[src/rtl/fifo_pkg.sv]
// Shared defaults for the systolic-array operand FIFO.
// Pointer width carries one extra wrap bit above the address bits.
package fifo_pkg;
  localparam int DEFAULT_DATA_WIDTH = 8;
  localparam int DEFAULT_LENGTH     = 16;
  localparam int DEFAULT_PTR_LENGTH = $clog2(DEFAULT_LENGTH) + 1;

  function automatic int ptr_length(input int length);
    return $clog2(length) + 1;
  endfunction
endpackage

[src/rtl/fifo_ram.sv]
// FIFO storage: synchronous write port, asynchronous read port.
// No reset on the array; contents survive a FIFO reset.
module fifo_ram #(
  parameter int DATA_WIDTH = 8,
  parameter int ADDR_WIDTH = 4
) (
  input  logic                  clk,
  input  logic                  i_wr_en,
  input  logic [ADDR_WIDTH-1:0] i_wr_addr,
  input  logic [DATA_WIDTH-1:0] i_wr_data,
  input  logic [ADDR_WIDTH-1:0] i_rd_addr,
  output logic [DATA_WIDTH-1:0] o_rd_data
);
  logic [DATA_WIDTH-1:0] r_mem [1 << ADDR_WIDTH];

  always_ff @(posedge clk) begin
    if (i_wr_en) begin
      r_mem[i_wr_addr] <= i_wr_data;
    end
  end

  assign o_rd_data = r_mem[i_rd_addr];
endmodule

[src/rtl/fifo_mem.sv]
// First-word-fall-through FIFO with full/empty/half-full and sticky
// overflow/underflow status; pointers carry a wrap bit.
module fifo_mem
  import fifo_pkg::*;
#(
  parameter int DATA_WIDTH = DEFAULT_DATA_WIDTH,
  parameter int LENGTH     = DEFAULT_LENGTH,
  parameter int PTR_LENGTH = ptr_length(LENGTH)
) (
  input  logic                  clk,
  input  logic                  reset_n,
  input  logic                  write,
  input  logic                  read,
  input  logic [DATA_WIDTH-1:0] data_in,
  output logic [DATA_WIDTH-1:0] data_out,
  output logic                  fifo_full,
  output logic                  fifo_empty,
  output logic                  fifo_threshold,
  output logic                  fifo_overflow,
  output logic                  fifo_underflow,
  output logic                  enable
);
  localparam int ADDR_WIDTH = PTR_LENGTH - 1;
  localparam logic [PTR_LENGTH-1:0] FULL_XOR = {1'b1, {ADDR_WIDTH{1'b0}}};
  localparam logic [PTR_LENGTH-1:0] HALF     = PTR_LENGTH'(LENGTH / 2);
  localparam logic [PTR_LENGTH-1:0] ONE      = PTR_LENGTH'(1);

  logic [PTR_LENGTH-1:0] r_wptr;
  logic [PTR_LENGTH-1:0] r_rptr;
  logic                  r_overflow;
  logic                  r_underflow;

  logic [PTR_LENGTH-1:0] w_count;
  logic                  w_full;
  logic                  w_empty;
  logic                  w_wr_accept;
  logic                  w_rd_accept;
  logic                  w_wr_reject;
  logic                  w_rd_reject;
  logic                  w_ram_wr_en;

  assign w_count = r_wptr - r_rptr;
  assign w_full  = ((r_wptr ^ r_rptr) == FULL_XOR);
  assign w_empty = (r_wptr == r_rptr);

  // A write into a full FIFO still lands if the head is popped on the same edge.
  assign w_wr_accept = write & (~w_full | read);
  assign w_rd_accept = read & ~w_empty;
  assign w_wr_reject = write & w_full & ~read;
  assign w_rd_reject = read & w_empty;

  // Reset wins over a coincident write, so stale memory is left untouched.
  assign w_ram_wr_en = w_wr_accept & reset_n;

  fifo_ram #(
    .DATA_WIDTH (DATA_WIDTH),
    .ADDR_WIDTH (ADDR_WIDTH)
  ) u_ram (
    .clk       (clk),
    .i_wr_en   (w_ram_wr_en),
    .i_wr_addr (r_wptr[ADDR_WIDTH-1:0]),
    .i_wr_data (data_in),
    .i_rd_addr (r_rptr[ADDR_WIDTH-1:0]),
    .o_rd_data (data_out)
  );

  always_ff @(posedge clk) begin
    if (!reset_n) begin
      r_wptr      <= '0;
      r_rptr      <= '0;
      r_overflow  <= 1'b0;
      r_underflow <= 1'b0;
    end else begin
      if (w_wr_accept) begin
        r_wptr <= r_wptr + ONE;
      end
      if (w_rd_accept) begin
        r_rptr <= r_rptr + ONE;
      end
      if (w_wr_reject) begin
        r_overflow <= 1'b1;
      end else if (w_rd_accept) begin
        r_overflow <= 1'b0;
      end
      // A rejected read beside an accepted write (empty FIFO) still flags underflow.
      if (w_rd_reject) begin
        r_underflow <= 1'b1;
      end else if (w_wr_accept) begin
        r_underflow <= 1'b0;
      end
    end
  end

  assign fifo_full      = w_full;
  assign fifo_empty     = w_empty;
  assign fifo_threshold = (w_count >= HALF);
  assign fifo_overflow  = r_overflow;
  assign fifo_underflow = r_underflow;
  assign enable         = ~w_empty;
endmodule

[config.mk]
export PLATFORM = sky130hd
export DESIGN_NAME = fifo_mem
export DESIGN_NICKNAME = d
export VERILOG_FILES = /design/src/rtl/fifo_pkg.sv /design/src/rtl/fifo_ram.sv /design/src/rtl/fifo_mem.sv
export SDC_FILE = /design/constraint.sdc
export NUM_CORES = 1
export LEC_CHECK = 0
export BUFFER_PORTS_ARGS = -buffer_cell sky130_fd_sc_hd__buf_2
export CAP_MARGIN = 20
export CORE_MARGIN = 2
export CORE_UTILIZATION = 55
export CTS_CLUSTER_DIAMETER = 50
export DETAILED_ROUTE_END_ITERATION = 10
export MAX_ROUTING_LAYER = met4
export PLACE_DENSITY = 0.72
export SLEW_MARGIN = 20
export SYNTH_ARGS = -nofsm -noshare
export SYNTH_HDL_FRONTEND = slang
export SYNTH_SLANG_ARGS = --single-unit
[constraint.sdc]
create_clock -name clk -period 3.7 [get_ports clk]
set_clock_uncertainty 0.15 [all_clocks]
set_input_delay 0.37 -clock clk [delete_from_list [all_inputs] [get_ports clk]]
set_output_delay 0.37 -clock clk [all_outputs]
set_load 0.01 [all_outputs]
## After elaboration in Yosys (flattened, before gate mapping)

Memories as Yosys holds them, arrays and structs flattened. A register that Yosys moved wholly into a read port is not among the register bits.
Index checks and enable logic that the tools add are counted.
W data, S select, Z words.

| word-level totals | value |
|---|---|
| output and inout port bits | 14 |
| bits in writable memories | 128 |
| memories kept | 1 |
| bits of input ports | 12 |
| logic and storage cells | 32 |
| flip-flop bits (word level) | 12 |

| operators by class | value |
|---|---|
| $add $sub $neg | 3 |
| reductions and logical operators | 2 |
| $lt $le $gt $ge | 1 |
| muxes and demuxes | 8 |
| bitwise gates (word level) | 11 |
| equality and inequality tests | 2 |

Memory list:

| memory | words | bits a word | rd ports | clocked after Yosys merged registers in | write ports | line | text |
|---|---|---|---|---|---|---|---|
| u_ram.r_mem | 16 | 8 | 1 | 1 | 1 | fifo_ram.sv:14 | `logic [DATA_WIDTH-1:0] r_mem [1 << ADDR_WIDTH];` |

Operator list:

| cell | count |
|---|---|
| $add A5 B1 Y5 const B | 2 |
| $mux W4 | 2 |
| $and A1 B1 Y1 | 6 |
| $mux W1 | 6 |
| $eq A5 B5 Y1 | 1 |
| $eq A5 B5 Y1 const B | 1 |
| $ge A5 B4 Y1 const B | 1 |
| $sub A5 B5 Y5 | 1 |
| $xor A5 B5 Y5 | 1 |
| $reduce_bool A2 Y1 | 2 |
| $not A1 Y1 | 3 |
| $or A1 B1 Y1 | 1 |

## Depth between registers and ports, before layout

| logic depth | value |
|---|---|
| depth in word-level cells | 8 |
| depth in mapped cells | 6 |

## Cells and area by module

A second synthesis with hierarchy kept.

| unflattened totals | value |
|---|---|
| cells, all modules | 302 |
| area, all modules | 5706.7 µm² |

Modules (own cells, without submodules):

| module | area each (µm²) | times used | cells an instance |
|---|---|---|---|
| fifo_ram | 4987.3 | 1 | 221 |
| fifo_mem | 719.4 | 1 | 81 |

## Worst setup path before layout

No wires, ideal clock.

| path | value |
|---|---|
| kind | flip-flop to flip-flop |
| start | register r_wptr[0] |
| end | memory u_ram.r_mem[3][0], enable pin |
| clock period less this slack | 2.551 ns |
| buffers on the path | 0 |
| setup slack | 1.149 ns |
| cell stages (with the launch flop) | 7 |
| arrival time | 2.017 ns |
| cell sequence | dfxtp_1 > inv_1 > ha_1 > nand4_1 > o31ai_4 > or3_4 > nor3_1 |

| on the way | value |
|---|---|
| word-level cells in the longest chain between the ends | 8 |

RTL lines:

| what | line | text |
|---|---|---|
| from (decl) | fifo_mem.sv:28 | `logic [PTR_LENGTH-1:0] r_wptr;` |
| from (signal assigned) | fifo_mem.sv:75 | `r_wptr <= r_wptr + ONE;` |
| $xor A5 B5 Y5 | fifo_mem.sv:43 | `assign w_full = ((r_wptr ^ r_rptr) == FULL_XOR);` |
| $eq A5 B5 Y1 | fifo_mem.sv:43 |  |
| $not A1 Y1 | fifo_mem.sv:47 | `assign w_wr_accept = write & (~w_full \| read);` |
| $or A1 B1 Y1 | fifo_mem.sv:47 |  |
| $and A1 B1 Y1 | fifo_mem.sv:47 |  |
| $and A1 B1 Y1 | fifo_mem.sv:53 | `assign w_ram_wr_en = w_wr_accept & reset_n;` |
| $mux W1 | fifo_ram.sv:17 | `if (i_wr_en) begin` |
| $mux W1 (not written as such) | fifo_ram.sv:18 | `r_mem[i_wr_addr] <= i_wr_data;` |
| to (decl) | fifo_ram.sv:14 |  |

Several ways; a longest one is shown, not always the timed one.

## Worst setup path after layout

| path | value |
|---|---|
| start | register r_wptr[3] |
| end | memory u_ram.r_mem[13][7], enable pin |

Same word-level chain as after synthesis.

==> results_dict.tcl <==
set metrics [dict create \
    async_flop_share 0 \
    crit_end "u_ram.r_mem[13][7]$_DFFE_PP_" \
    ys_ff_latch 144 \
    dr.pass1.iters 5 \
    slew_violations 0 \
    grt_max_degree 33 \
    synth_common_cells "edfxtp_1 (128), mux4_2 (32), nor2_1 (22), a22oi_1 (17), dfxtp_1 (16)" \
    root_buffer "clkbuf_8" \
    crit_fanout 11 \
    cp_num_buf_inv 0 \
    rr_startpoint "r_wptr[3]$_SDFFE_PN0P_" \
    synth-edff-count 128 \
    slew_headroom 0.400 \
    fin_nets 370 \
    cts_buffers 17 \
    drive_above_1_share 0.254 \
    cts_max_level 4 \
    syn-num-nets 333 \
    clk_path_buf_depth 2 \
    worst_hold_slack_ns 0.0485 \
    reg2reg_to "u_ram.r_mem[13][7]$_DFFE_PP_" \
    start_kind "flip-flop" \
    die_h_um 106 \
    antenna_found_initial 0 \
    wl_um 10900 \
    endpoint_kind "flip-flop" \
    grt_pass1_wl_um 17100 \
    yosysSeqAreaShare 0.727 \
    rows 37 \
    worstPathArrival_ns 2.83 \
    rsz0062_at_grt "false" \
    crit_slowest_cell "nor2_1" \
    grt_overflow_total 0 \
    worst_ir_drop_vdd_mv 0.314 \
    grt_pass1_vias 2927 \
    hpwl_um 6800 \
    yosys.area.top_type "edfxtp_1" \
    path_common_cell "nand4_1" \
    cts.clk_slew.worst_paths_ns 0.06 \
    max-cap-violations 0 \
    synthTopCellsByArea "edfxtp_1 (67%), mux4_2 (13%), dfxtp_1 (5.6%), a22oi_1 (2.2%), ha_1 (2.0%)" \
    setup_viol 0 \
    finalHoldViolCount 0 \
    via_per_inst 5.98 \
    p_per_area_mw_per_mm2 573 \
    leakage_nw 2.11 \
    synth_cell_type_count 34 \
    worst_pin_slew_ns 0.896 \
    dp.cells 465 \
    numPortBuffers 25 \
    ioPinCount 26 \
    critPathRequiredTime_ns 3.68 \
    syn-cell-area_sq_mm 0.00573 \
    hold_class "input pin to flip-flop" \
    outcome "completed" \
    synthCells 312 \
    ant_nets 0 \
    cts_tree "done" \
    core-area_sq_mm 0.0102 \
    synth_top_area_frac 0.671 \
    fp.dieW_um 106 \
    critPathTopFamily "simple AND/OR/NAND/NOR gates" \
    clock-sinks 144 \
    insertion_delay_ns 0.51 \
    vias 2980 \
    clock.fmax_mhz 350 \
    avgSynthCellArea_sq_um 18.4 \
    startpoint "r_wptr[3]$_SDFFE_PN0P_" \
    tns_ns 0 \
    fin_crit_ns 2.85 \
    crit_cells 5 \
    reg2regPathDepth 5 \
    period_share 0.771 \
    synth.most_common_cell "edfxtp_1" \
    track_usage 0.219 \
    wl_per_cell_um 21.8 \
    diodes 0 \
    initial_core_util 0.560 \
    rrSetupSlack_ns 0.85 \
    critical_path_class "flip-flop to flip-flop" \
    synth_ff_type "edfxtp_1" \
    fin_cells 498 \
    drc_errors 0 \
    path_cells "ha_1 > nand4_1 > or3_1 > nand4_1 > nor2_1" \
    crit_path_max_incr_delay_ns 0.73 \
    area_growth_syn_to_layout_pct 14.0 \
    first_iter_violations 297 \
    die-area_sq_mm 0.0112 \
    routabilityCongestion 0.843 \
    yosys_warnings 0 \
]
-- through the flow --
step           total power [mW]   util  instance area (sq um)  setup WS [ns]
6_report                   3.74  0.638                   6530          0.846
3_5_place_dp               2.32  0.587                   6010          0.916
5_1_grt                    3.88  0.638                   6530          0.732
4_1_cts                    3.77  0.638                   6530          0.885
2_1_floorplan              2.18      -                   5730           1.15
3_3_place_gp               2.31  0.587                   6010           1.00
-- state kept, by name, indices dropped and copies added, names as in the netlist, named ones only --
signal          cells
u_ram.r_mem       128
r_rptr              5
r_wptr              5
fifo_overflow       1
fifo_underflow      1
-- area by class of cell --
cell class,instances,area (sq um)
Clock buffer,23,437
Clock inverter,9,71.3
Fill cell,699,3700
Inverter,8,30.0
Multi-Input combinational cell,146,1460
Sequential cell,144,4170
Tap cell,136,170
Timing Repair Buffer,32,193
-- power by group --
part           total, mW  internal (mW)  leakage, nW  switching, mW
logic              0.472          0.225        0.579          0.247
registers           1.81           1.79         1.28         0.0151
clock network       1.46          0.879        0.251          0.578
total               3.74           2.90         2.11          0.840
-- cells in the final DEF, fill, tap and decap left out, drive strengths merged, types with 2 or more instances in the layout --
| cell | n |
|---|---|
| xnor2 | 4 |
| nand3 | 4 |
| xor2 | 2 |
| a21oi | 7 |
| clkbuf | 23 |
| edfxtp | 128 |
| ha | 9 |
| inv | 8 |
| or3 | 7 |
| nor2b | 3 |
| mux4 | 32 |
| nand2 | 10 |
| nand4 | 6 |
| a22oi | 17 |
| buf | 31 |
| nor3 | 7 |
| dfxtp | 16 |
| nor2 | 22 |
| clkinv | 7 |
| o31ai | 2 |
| o21ai | 5 |
| nand2b | 2 |
-- what timing repair did --
action                                  CTS  global route
endpoints found under the hold margin     1             0
buffers inserted                          0             0
endpoints found under the setup margin    0             0
hold buffers                              1             0
resized for setup                         0             0
-- metal layers --
layer  routed length [um]  vias to the layer above  global-route usage
met3                  701                       14              0.0490
met4                  127                        0              0.0677
met5                    0                        -                   -
met1                 4810                     1521               0.317
met2                 5230                      114               0.317
li1                     -                     1331                   -
-- worst min path at each step --
stage	start	end	slack [ns]	cells past startpoint
floorplan	data_in[0]	u_ram.r_mem[0][0]$_DFFE_PP_	0.32	0
global placement	fifo_overflow$_SDFFE_PN0P_	fifo_overflow$_SDFFE_PN0P_	0.33	2
detailed placement	fifo_overflow$_SDFFE_PN0P_	fifo_overflow$_SDFFE_PN0P_	0.35	2
CTS	read	fifo_overflow$_SDFFE_PN0P_	0.02	2
global route	read	fifo_overflow$_SDFFE_PN0P_	0.04	2
finish	read	fifo_overflow$_SDFFE_PN0P_	0.05	2
-- cell families after synthesis --
kind of cell               share of synthesized area
muxes                                          0.128
buffers and inverters                         0.0179
AOI/OAI and AO/OA                             0.0422
and+or+nand+nor                               0.0551
adders and majority gates                     0.0197
xor gates and xnor gates                      0.0105
DFF                                            0.727
No activity file was read; power rests on OpenSTA's default activity.
